[src/rtl/mem_replay_select.sv]
// Memory-pipe issue select: passes issue-queue picks, and on a failed load wakeup freezes,
// waits for the miss, then re-issues the replay buffer. Perf counters exist only under MEM_REPLAY_PERF_CNT_EN.
package mem_replay_pkg;
    localparam int ROB_TAG_W = 6;

    typedef struct packed {
        logic                 valid;
        logic [ROB_TAG_W-1:0] rob_tag;
    } branch_flush_t;

    typedef struct packed {
        logic [ROB_TAG_W-1:0] rob_tag;
        logic [5:0]           prd;
        logic                 is_load;
        logic [11:0]          imm;
    } mem_dispatch_pack_t;

    // The kill broadcast names the squashed ROB entry directly.
    function automatic logic IsBrROBKill(input branch_flush_t f, input logic [ROB_TAG_W-1:0] tag);
        return f.valid && (f.rob_tag == tag);
    endfunction
endpackage

module mem_replay_select
    import mem_replay_pkg::*;
#(
    parameter int MIN_HOLD_CYCLES = 2,
    parameter int REPLAY_SLOTS    = 2
) (
    input  logic               clk,
    input  logic               rst,
    input  branch_flush_t      recovery_flush_BCAST,
    input  logic               recovery_stall,
    input  logic               replay_muldiv_stall,
    input  logic               load_wake_up_predict_failed,
    input  logic               miss_resolved,
    input  logic               iq_issue_valid,
    input  mem_dispatch_pack_t iq_issue_pack,
    output logic               iq_issue_ready,
    input  logic               replay_valid,
    input  mem_dispatch_pack_t replay_pack,
    output logic               load_wake_up_failed_stall,
    output logic               mem_issue_valid,
    output mem_dispatch_pack_t mem_issue_pack,
    output logic               replay_active,
    output logic [31:0]        perf_replay_events,
    output logic [31:0]        perf_hold_cycles
);
    localparam int CNT_W  = 4;
    localparam int SLOT_W = (REPLAY_SLOTS > 1) ? $clog2(REPLAY_SLOTS) : 1;
    localparam logic [CNT_W-1:0]  HOLD_MIN  = CNT_W'(MIN_HOLD_CYCLES);
    localparam logic [SLOT_W-1:0] SLOT_LAST = SLOT_W'(REPLAY_SLOTS - 1);

    typedef enum logic [1:0] {S_NORMAL, S_HOLD, S_REPLAY} state_t;

    state_t             state_q;
    logic [CNT_W-1:0]   hold_cnt_q, hold_cnt_d;
    logic [SLOT_W-1:0]  slot_cnt_q;
    logic               miss_seen_q;
    logic               pf_pend_q;
    logic               freeze_q;
    logic               active_q;
    logic               out_valid_q;
    mem_dispatch_pack_t out_pack_q;

    logic stall, pf_eff, miss_ok, enter_hold;
    logic iq_kill, rp_kill, out_kill;

    assign stall      = recovery_stall | replay_muldiv_stall;
    // A failure seen while stalled is replayed here on the first free cycle.
    assign pf_eff     = load_wake_up_predict_failed | pf_pend_q;
    assign miss_ok    = miss_seen_q | miss_resolved;
    assign hold_cnt_d = (hold_cnt_q >= HOLD_MIN) ? hold_cnt_q : hold_cnt_q + 1'b1;
    assign enter_hold = !stall && pf_eff && (state_q != S_HOLD);

    assign iq_kill  = IsBrROBKill(recovery_flush_BCAST, iq_issue_pack.rob_tag);
    assign rp_kill  = IsBrROBKill(recovery_flush_BCAST, replay_pack.rob_tag);
    assign out_kill = IsBrROBKill(recovery_flush_BCAST, out_pack_q.rob_tag);

    assign iq_issue_ready            = (state_q == S_NORMAL) && !stall && !pf_eff;
    assign load_wake_up_failed_stall = freeze_q;
    assign replay_active             = active_q;
    assign mem_issue_valid           = out_valid_q;
    assign mem_issue_pack            = out_pack_q;

    always_ff @(posedge clk) begin
        if (rst) begin
            state_q     <= S_NORMAL;
            hold_cnt_q  <= '0;
            slot_cnt_q  <= '0;
            miss_seen_q <= 1'b0;
            pf_pend_q   <= 1'b0;
            freeze_q    <= 1'b0;
            active_q    <= 1'b0;
            out_valid_q <= 1'b0;
            out_pack_q  <= '0;
        end else if (stall) begin
            if (load_wake_up_predict_failed && state_q != S_HOLD)
                pf_pend_q <= 1'b1;
            if (miss_resolved && state_q == S_HOLD)
                miss_seen_q <= 1'b1;
            if (out_kill)
                out_valid_q <= 1'b0;
        end else begin
            pf_pend_q <= 1'b0;
            case (state_q)
                S_NORMAL: begin
                    if (pf_eff) begin
                        state_q     <= S_HOLD;
                        hold_cnt_q  <= '0;
                        miss_seen_q <= 1'b0;
                        freeze_q    <= 1'b1;
                        active_q    <= 1'b1;
                        out_valid_q <= 1'b0;
                    end else begin
                        out_valid_q <= iq_issue_valid && !iq_kill;
                        out_pack_q  <= iq_issue_pack;
                    end
                end
                S_HOLD: begin
                    out_valid_q <= 1'b0;
                    hold_cnt_q  <= hold_cnt_d;
                    if (hold_cnt_d >= HOLD_MIN && miss_ok) begin
                        state_q     <= S_REPLAY;
                        slot_cnt_q  <= '0;
                        miss_seen_q <= 1'b0;
                        freeze_q    <= 1'b0;
                    end else if (miss_resolved) begin
                        miss_seen_q <= 1'b1;
                    end
                end
                S_REPLAY: begin
                    if (pf_eff) begin
                        state_q     <= S_HOLD;
                        hold_cnt_q  <= '0;
                        slot_cnt_q  <= '0;
                        miss_seen_q <= 1'b0;
                        freeze_q    <= 1'b1;
                        out_valid_q <= 1'b0;
                    end else begin
                        // Dead slots still count toward the episode length.
                        out_valid_q <= replay_valid && !rp_kill;
                        out_pack_q  <= replay_pack;
                        if (slot_cnt_q == SLOT_LAST) begin
                            state_q    <= S_NORMAL;
                            slot_cnt_q <= '0;
                            active_q   <= 1'b0;
                        end else begin
                            slot_cnt_q <= slot_cnt_q + 1'b1;
                        end
                    end
                end
                default: begin
                    state_q  <= S_NORMAL;
                    freeze_q <= 1'b0;
                    active_q <= 1'b0;
                end
            endcase
        end
    end

`ifdef MEM_REPLAY_PERF_CNT_EN
    logic [31:0] perf_events_q, perf_hold_q;

    always_ff @(posedge clk) begin
        if (rst) begin
            perf_events_q <= '0;
            perf_hold_q   <= '0;
        end else begin
            if (enter_hold)
                perf_events_q <= perf_events_q + 32'd1;
            if (state_q == S_HOLD)
                perf_hold_q <= perf_hold_q + 32'd1;
        end
    end

    assign perf_replay_events = perf_events_q;
    assign perf_hold_cycles   = perf_hold_q;
`else
    logic unused_perf;
    assign unused_perf        = enter_hold;
    assign perf_replay_events = '0;
    assign perf_hold_cycles   = '0;
`endif

endmodule
[config.mk]
export PLATFORM = sky130hd
export DESIGN_NAME = mem_replay_select
export DESIGN_NICKNAME = d
export VERILOG_FILES = /design/src/rtl/mem_replay_select.sv
export SDC_FILE = /design/constraint.sdc
export NUM_CORES = 1
export LEC_CHECK = 0
export CAP_MARGIN = 5
export CORE_MARGIN = 5
export CORE_UTILIZATION = 35
export CTS_CLUSTER_SIZE = 30
export DETAILED_ROUTE_END_ITERATION = 7
export GPL_TIMING_DRIVEN = 0
export PLACE_DENSITY = 0.86
export SYNTH_ARGS = -nofsm -noshare
export SYNTH_HDL_FRONTEND = slang
export SYNTH_SLANG_ARGS = --single-unit
[constraint.sdc]
create_clock -name clk -period 1.85 [get_ports clk]
set_clock_uncertainty 0.15 [all_clocks]
set_input_delay 0.185 -clock clk [delete_from_list [all_inputs] [get_ports clk]]
set_output_delay 0.185 -clock clk [all_outputs]
set_load 0.005 [all_outputs]
== Word-level counts from Yosys, hierarchy flattened ==
Index checks and enable logic that the tools add are counted.
W data, S select, Z words.

* Bits of input ports: 65
* Bits in registers: 37
* Word-level logic and storage cells: 99
* Output and inout bits: 93

* Reduce and logical (&&, ||, !) cells: 30
* Add/subtract/negate cells: 2
* Mux-type cells: 31
* Bitwise gates (word level): 5
* Equal/unequal tests: 17
* Magnitude comparators: 2

{| class="wikitable"
|+ Operators with widths
! kind !! count
|-
| $mux W25 || 2
|-
| $pmux W25 S2 || 1
|-
| $eq A6 B6 Y1 || 3
|-
| $mux W1 || 15
|-
| $reduce_and A4 Y1 || 3
|-
| $logic_and A1 B1 Y1 || 10
|-
| $ne A2 B1 Y1 const B || 5
|-
| $reduce_and A3 Y1 || 3
|-
| $ge A4 B2 Y1 const B || 2
|-
| $mux W2 || 4
|-
| $mux W4 || 2
|-
| $ne A2 B2 Y1 const B || 4
|-
| $pmux W4 S2 || 1
|-
| $pmux W1 S2 || 3
|-
| $pmux W1 S3 || 2
|-
| $pmux W2 S3 || 1
|-
| $reduce_bool A2 Y1 || 3
|-
| $reduce_and A5 Y1 || 1
|-
| $add A4 B1 Y4 const B || 1
|-
| $logic_not A1 Y1 || 4
|-
| $ne A4 B3 Y1 const B || 1
|-
| $reduce_bool A4 Y1 || 1
|-
| $reduce_or A2 Y1 || 2
|-
| $ne A3 B1 Y1 const B || 1
|-
| 9 further kinds || 12
|}

== Longest topological paths before layout ==
Gate-level depths: netlist (run 1).

* Depth in word-level cells: 7
* Gate-level depth with buffers: 8
* Mapped depth without buffers: 7

== Least setup slack after synthesis (run 1) ==
No wires, ideal clock.

* Path kind: reg2reg
* From: register hold_cnt_q[0]
* To: register miss_seen_q
* Library setup time: 0.123 ns
* Data arrival time: 1.689 ns
* Setup slack: -0.112 ns
* Cell stages (with the launch flop): 8
* Buffers on the path: 0
* Clock period less this slack: 1.962 ns
* Required time: 1.577 ns
* Cell sequence: dfxtp_1 > inv_1 > ha_1 > nor2b_1 > o21ai_1 > nand3_1 > a221oi_1 > mux2_1

* Longest elaborated chain between the ends: 7
* Elaborated cells between the ends (all ways): 10
* Classes of those cells: add/sub (1); order compare (2); eq/ne (1); mux (4); reduce/logical (2)

{| class="wikitable"
|+ RTL lines
! element !! RTL line !! source
|-
| from (decl) || 57 || <nowiki>logic [CNT_W-1:0] hold_cnt_q, hold_cnt_d;</nowiki>
|-
| from (signal assigned) || 122 || <nowiki>hold_cnt_q <= hold_cnt_d;</nowiki>
|-
| $add A4 B1 Y4 or $ge A4 B2 Y1 (tied branches) || 73 || <nowiki>assign hold_cnt_d = (hold_cnt_q >= HOLD_MIN) ? hold_cnt_q : hold_cnt_q + 1'b1;</nowiki>
|-
| $mux W4 * || 73 ||
|-
| $ge A4 B2 Y1 * || 123 || <nowiki>if (hold_cnt_d >= HOLD_MIN && miss_ok) begin</nowiki>
|-
| $logic_and A1 B1 Y1 * || 123 ||
|-
| $mux W1 || 123 ||
|-
| $pmux W1 S2 || 106 || <nowiki>case (state_q)</nowiki>
|-
| $mux W1 || 97 || <nowiki>end else if (stall) begin</nowiki>
|-
| to (signal assigned) || 101 || <nowiki>miss_seen_q <= 1'b1;</nowiki>
|-
| to (signal assigned) || 111 || <nowiki>miss_seen_q <= 1'b0;</nowiki>
|-
| to (signal assigned) || 126 || <nowiki>miss_seen_q <= 1'b0;</nowiki>
|-
| to (decl) || 59 || <nowiki>logic miss_seen_q;</nowiki>
|}

Every way passes the cells marked *; elsewhere a longest branch is shown, timed or not.
A chain may end at the register's enable or synchronous reset.

==> implementation parameters, run 1 <==
Parameter                              Value

Outcome
  Status    complete, no violations

Global routing
  Largest net degree at the start of global routing    12
  Global-route wire length before repair    11.8 mm
  Total global-route track usage    15.0%
  Antenna violations before repair    0
  Via count of the first global-routing pass    2497
  GR Overflow Total    0

Synth
  Number of distinct library cell variants in the gate-level netlist after synthesis    42
  Number of warnings reported in the yosys synthesis log    0
  Synth area leader    dfxtp_1
  Gate Count Post-Synth    292
  Cell types with the largest area share after synthesis    dfxtp_1, buf_4, a211oi_2, mux2i_1, nor2_1
  Most frequently used flop master after synthesis    dfxtp_1
  Total standard cell area after synthesis    2660 um2
  Synth async-reset ratio    0%
  Share of the synthesized area in the top cell type    27.8%
  Synthesis-stage register bit count    37
  Mean Syn Cell Area    9.11 um2
  Post-synth EDFFs    0
  Portion of the post-synthesis area used by sequential elements    27.8%

Routing
  Via count of the routed design    2455
  Total wire length    7.63 mm
  WL per Instance    13.5 um
  DRC    0
  Via density    4.35
  Drt first-iter violations    106
  Iteration count of the initial detailed-routing pass    4
  Number of routed nets with antenna violations    0

Floorplanning
  Area of the die    9440 um2
  Die Y    97.2 um
  Core region area    7330 um2
  Effective utilization at floorplan    36.3%
  Standard-cell rows    31
  Number of top-level pins    158
  Chip width    97.2 um

Power
  Total power density per cell area    536 nW/um2
  Worst voltage drop across the vdd grid    389 uV
  Final Total Pwr    2.30 mW
  Reported leakage power    1.79 nW

Critical path
  CP Launch Type    primary input
  Top fanout value on the critical path    7
  Data arrival time of the worst path    1870 ps
  Required time of the worst setup path    1880 ps
  Critical path endpoint category    flop
  Setup Crit Path Kind    primary input to flop

STA
  Max-slew violation total from the final report    0
  Number of setup violations in the final report    0
  Final worst path period need    1850 ps
  Actual slew at the worst max-slew pin    785 ps
  Worst max-slew margin expressed relative to the limit    47.6%
  Share of the clock period used by the worst path    99.8%
  Max Clock Freq    542 MHz
  Final hold violation count    0
  Setup_tns    0 ps
  Unrepaired setup endpoints after global routing    yes

Worst hold path
  Type of the most critical hold path    primary input to flop

Layout
  Non-filler cells in the finished layout    564
  Post-layout net count    535
  Most frequent cells in the layout    clkdlybuf4s50_1, buf_4, conb_1
  Commonest non-fill, non-tap cell in the layout    clkdlybuf4s50_1
  Layout Cell Area excl Fill    4280 um2
  Filler cell count in the final layout    615
  # diodes    0
  Area grow syn2layout    61.0%
  Fraction of final layout cells with drive strength greater than 1    31.2%

CTS
  Clock sink count    37
  Clock tree buffer depth    2
  Total number of H-tree levels    2
  Cts hold-fix bufs    0
  Clock edge transition at the registers on the reported setup and hold paths    70 ps
  Clock tree root buffer cell    clkbuf_8
  Clock tree from TritonCTS    built
  Latest clock arrival within the worst-skew pair    290 ps
  Clock buffer count from CTS    5

Placed design
  DP Area    3960 um2
  Cell total after placement    546
  Input/output buffers    92
  DP Wirelength    6.09 mm
  RD Place Congestion    0.858

Flow run
  Max-cap violations    0
-- critical path: stages --
cell and delay (ps):
clkdlybuf4s50_1 470, or2_1 240, buf_6 140, nor2_4 100, a21oi_1 70, a221oi_2 290
mux2_1 350
-- final timing paths --
path,start,endpoint,slack (ps),cells past startpoint
max,recovery_stall,miss_seen_q,4,7
min,rst,slot_cnt_q,190,2
max reg2reg,state_q[0],miss_seen_q,20,7
min reg2reg,hold_cnt_q[3],hold_cnt_q[3],290,2
-- where the power goes --
group          total [mW]  internal [mW]  switching (mW)
sequential          0.864          0.836          0.0273
clock               0.729          0.440           0.290
combinational       0.705          0.411           0.294
-- repair_timing --
item                                    4_1_cts  5_1_grt
pin swaps                                     4        6
buffers inserted                              4        7
endpoints found under the setup margin       32       30
resized for setup                            19       15
-- synthesized netlist by cell type, types with 4 or more instances --
master and n:
a211oi_2 25, a21oi_1 7, buf_4 66, buf_6 4, clkbuf_1 7, dfxtp_1 37
ha_1 6, inv_1 8, mux2i_1 26, nor2_1 39, nor3_1 4, nor4_1 4
xnor2_1 7, xor2_1 12
-- state kept, by name (all words and copies together) (netlist names) --
signal                     cells
pf_pend_q                      1
load_wake_up_failed_stall      1
mem_issue_valid                1
replay_active                  1
slot_cnt_q                     1
miss_seen_q                    1
state_q                        2
hold_cnt_q                     4
mem_issue_pack                25
-- cell type report --
type,count,area [um2],share of cell area (%)
inverters,8,30.0,0.701
flip-flops and latches,37,751,17.5
plain buffers,78,578,13.5
multi-input cells,231,1660,38.8
well taps,99,124,2.89
clock inverters,1,30.0,0.701
clock buffers,7,86.3,2.02
repair buffers,103,1020,23.9
-- cells by family (layout without fill, tap and decap cells) --
family,count (synthesis),in the layout,share of synthesized area (%)
and+or+nand+nor,65,65,11.6
xor gates and xnor gates,19,19,6.26
muxes,27,27,10.2
buffers and inverters,87,197,22.8
other,1,64,0.141
adders and majority gates,6,6,2.82
DFF,37,37,27.8
AOI/OAI and AO/OA,50,50,18.3
-- routing by layer --
metal	GRT usage (%)	routed length, um	part of all wire (%)	vias to the layer above
met5	0	0	0	-
met3	6.53	873	11	9
met4	5.62	103	1.4	0
met2	26.3	3760	49	129
met1	15.7	2890	38	1095
li1	-	-	-	1222
-- stage by stage --
| step | setup slack, ps | util (%) | hold WS (ps) |
|---|---|---|---|
| floorplan | 18.5 | - | 227 |
| global route | -72.3 | 58.4 | 211 |
| detailed placement | -318 | 54.1 | 273 |
| CTS | -105 | 56.9 | 157 |
| finish | 4.13 | 58.4 | 185 |
| global placement | -312 | 54.1 | 269 |
Power figures use the tool's default switching activity.
==> run 2: changes to the inputs <==
--- a/config.mk
+++ b/config.mk
@@ -6,12 +6,13 @@
 export NUM_CORES = 1
 export LEC_CHECK = 0
 export CAP_MARGIN = 5
-export CORE_MARGIN = 5
+export CORE_MARGIN = 4
 export CORE_UTILIZATION = 35
 export CTS_CLUSTER_SIZE = 30
 export DETAILED_ROUTE_END_ITERATION = 7
 export GPL_TIMING_DRIVEN = 0
 export PLACE_DENSITY = 0.86
+export REMOVE_ABC_BUFFERS = 1
 export SYNTH_ARGS = -nofsm -noshare
 export SYNTH_HDL_FRONTEND = slang
 export SYNTH_SLANG_ARGS = --single-unit
==> run 2 against run 1 <==
Effect of this change:
- the run now ends with setup timing left
- core utilization decreased by 7.0 points
- cell area is 12% lower
- first-iteration DRC count down 41%
- sequential share of layout area grew 2.4 points
- count of clock-buffer cells in the layout fell by 1
- sequential power about the same
- sequential cell count unchanged
- routed wire length is 8.7% lower
- global-route usage fell by 0.60 points
- hold slack improved by 110 ps
- largest power group unchanged
- highest routed layer unchanged
==> implementation parameters, run 2 (synthesized netlist as in run 1, its figures left out) <==
Parameter                              Value

Placed design
  Cell total after placement    470
  RD Place Congestion    0.824
  Input/output buffers    93
  DP Area    3430 um2
  DP Wirelength    4.93 mm

Worst hold path
  Worst min-delay path startpoint    hold_cnt_q[3]
  Type of the most critical hold path    flop to flop
  Worst min-delay path endpoint    hold_cnt_q[3]
  Worst hold path depth    2

Floorplanning
  Effective utilization at floorplan    36.3%
  Number of top-level pins    158
  Area of the die    9060 um2
  Die Y    95.2 um
  Core region area    7330 um2
  Chip width    95.2 um
  Standard-cell rows    31

Power
  Reported leakage power    1.40 nW
  Worst voltage drop across the vdd grid    403 uV
  Net switching power    0.593 mW
  Switching fraction of total power    29.4%
  Total power density per cell area    534 nW/um2
  Register share of total power    42.9%
  Power Internal    1.42 mW
  Final Total Pwr    2.01 mW
  Clock network fraction of design power    27.5%
  Combinational share of power    29.6%

Critical path
  Chain of cells forming the critical path    ha_4, nor2b_4, o21ai_2, buf_4, o211ai_4, or3_1, a21oi_1
  Top fanout value on the critical path    4
  Critical path endpoint category    flop
  Setup Crit Path Kind    flop to flop
  Number of cells on the worst reg-to-reg path    7
  Reg2Reg Setup Slack    -10 ps
  Largest stage delay, worst path    390 ps
  Max stage delay cell, worst path    or3_1
  Start of the worst register-to-register path    hold_cnt_q[1]
  Required time of the worst setup path    1900 ps
  Data arrival time of the worst path    1920 ps
  CP Launch Type    flop
  Worst flop-to-flop path endpoint    state_q[0]

STA
  Unrepaired setup endpoints after global routing    yes
  Actual slew at the worst max-slew pin    936 ps
  Tightest hold margin    292 ps
  Final worst path period need    1860 ps
  Final hold violation count    0
  Share of the clock period used by the worst path    101%
  Crit path setup slack, layout    -14.8 ps
  Max Clock Freq    536 MHz
  Worst max-slew margin expressed relative to the limit    37.6%
  Max-slew violation total from the final report    0
  Number of setup violations in the final report    1

Flow run
  Max-cap violations    0

Routing
  Iteration count of the initial detailed-routing pass    4
  Via density    4.67
  DRC    0
  Drt first-iter violations    63
  Total wire length    6.96 mm
  Via count of the routed design    2290
  Number of routed nets with antenna violations    0
  WL per Instance    14.2 um

CTS
  Clock tree from TritonCTS    built
  Clock tree root buffer cell    clkbuf_8
  Clock sink count    37
  Clock tree buffer depth    2
  Total number of H-tree levels    2
  Latest clock arrival within the worst-skew pair    280 ps
  Clock buffer count from CTS    5
  Clock edge transition at the registers on the reported setup and hold paths    80 ps

Layout
  Flip-flop count of the largest register after layout    25
  Layout Cell Area excl Fill    3770 um2
  Utilization after layout    51.4%
  Fraction of final layout cells with drive strength greater than 1    18.7%
  Non-filler cells in the finished layout    490
  Area grow syn2layout    41.8%
  Most frequent cells in the layout    clkdlybuf4s50_1, conb_1, nor2_1
  Post-layout net count    461
  # diodes    0
  Commonest non-fill, non-tap cell in the layout    clkdlybuf4s50_1

Global routing
  GR Overflow Total    0
  Antenna violations before repair    0
  Largest net degree at the start of global routing    36
  Global-route wire length before repair    10.2 mm
  Via count of the first global-routing pass    2133
  Total global-route track usage    14.4%

Outcome
  Status    finished, violations left
  Violated checks    setup timing
[run 2: critical path: cells and delay by family, from the launching register on]
| family | cells | cell delay [ps] |
|---|---|---|
| simple gates | 2 | 510 |
| compound gates | 3 | 380 |
| flops | 1 | 370 |
| buf+inv | 1 | 150 |
| fa+ha+maj | 1 | 230 |
[run 2: area by class of cell]
| class | count | area (um2) |
|---|---|---|
| Tap cell | 99 | 124 |
| Sequential cell | 37 | 753 |
| Timing Repair Buffer | 107 | 1130 |
| Fill cell | 652 | 3560 |
| Multi-Input combinational cell | 231 | 1650 |
| Clock inverter | 2 | 10.0 |
| Clock buffer | 6 | 72.6 |
| Inverter | 8 | 32.5 |
[run 2: per-stage QoR]
stage | setup TNS [ps] | setup slack (ps)
floorplan | -50760 | -1980
global placement | -79380 | -2830
detailed placement | -28520 | -981
CTS | 0 | 15.7
global route | -151 | -91.4
finish | -14.8 | -14.8
[run 2: how the worst max path moves through the flow]
| stage | start | end | slack [ps] | cells past startpoint |
|---|---|---|---|---|
| after CTS | recovery_stall | mem_issue_pack[17] | 20 | 7 |
| after detailed placement | state_q[0] | mem_issue_pack[20] | -980 | 7 |
| after global routing | hold_cnt_q[0] | state_q[0] | -90 | 8 |
| final | hold_cnt_q[1] | state_q[0] | -10 | 7 |
| after global placement | state_q[0] | miss_seen_q | -2830 | 6 |
| after floorplan | state_q[0] | miss_seen_q | -1980 | 6 |
[run 2: power by group through the flow]
stage	Sequential, mW	Clock [mW]	Combinational, mW
final	0.864	0.554	0.597
after global routing	0.870	0.607	0.653
after CTS	0.866	0.573	0.565
after detailed placement	0.883	0	0.526
after global placement	0.881	0	0.507
after floorplan	0.883	0	0.237
[run 2: repair_timing]
| item | in CTS | in global routing |
|---|---|---|
| hold buffers | 0 | 0 |
| gates cloned | 0 | 2 |
| pin swaps | 7 | 4 |
| buffers inserted | 9 | 1 |
| endpoints found under the setup margin | 37 | 29 |
| resized for setup | 23 | 13 |
[run 2: metal layers]
metal / routed length (um) / share of wire (%) / vias up / track usage (%)
met5: 0 / 0 / - / 0
met4: 135 / 1.9 / 0 / 4.45
met3: 840 / 12 / 11 / 4.89
met2: 3470 / 50 / 134 / 26.2
met1: 2510 / 36 / 1070 / 15.5
li1: - / - / 1075 / -
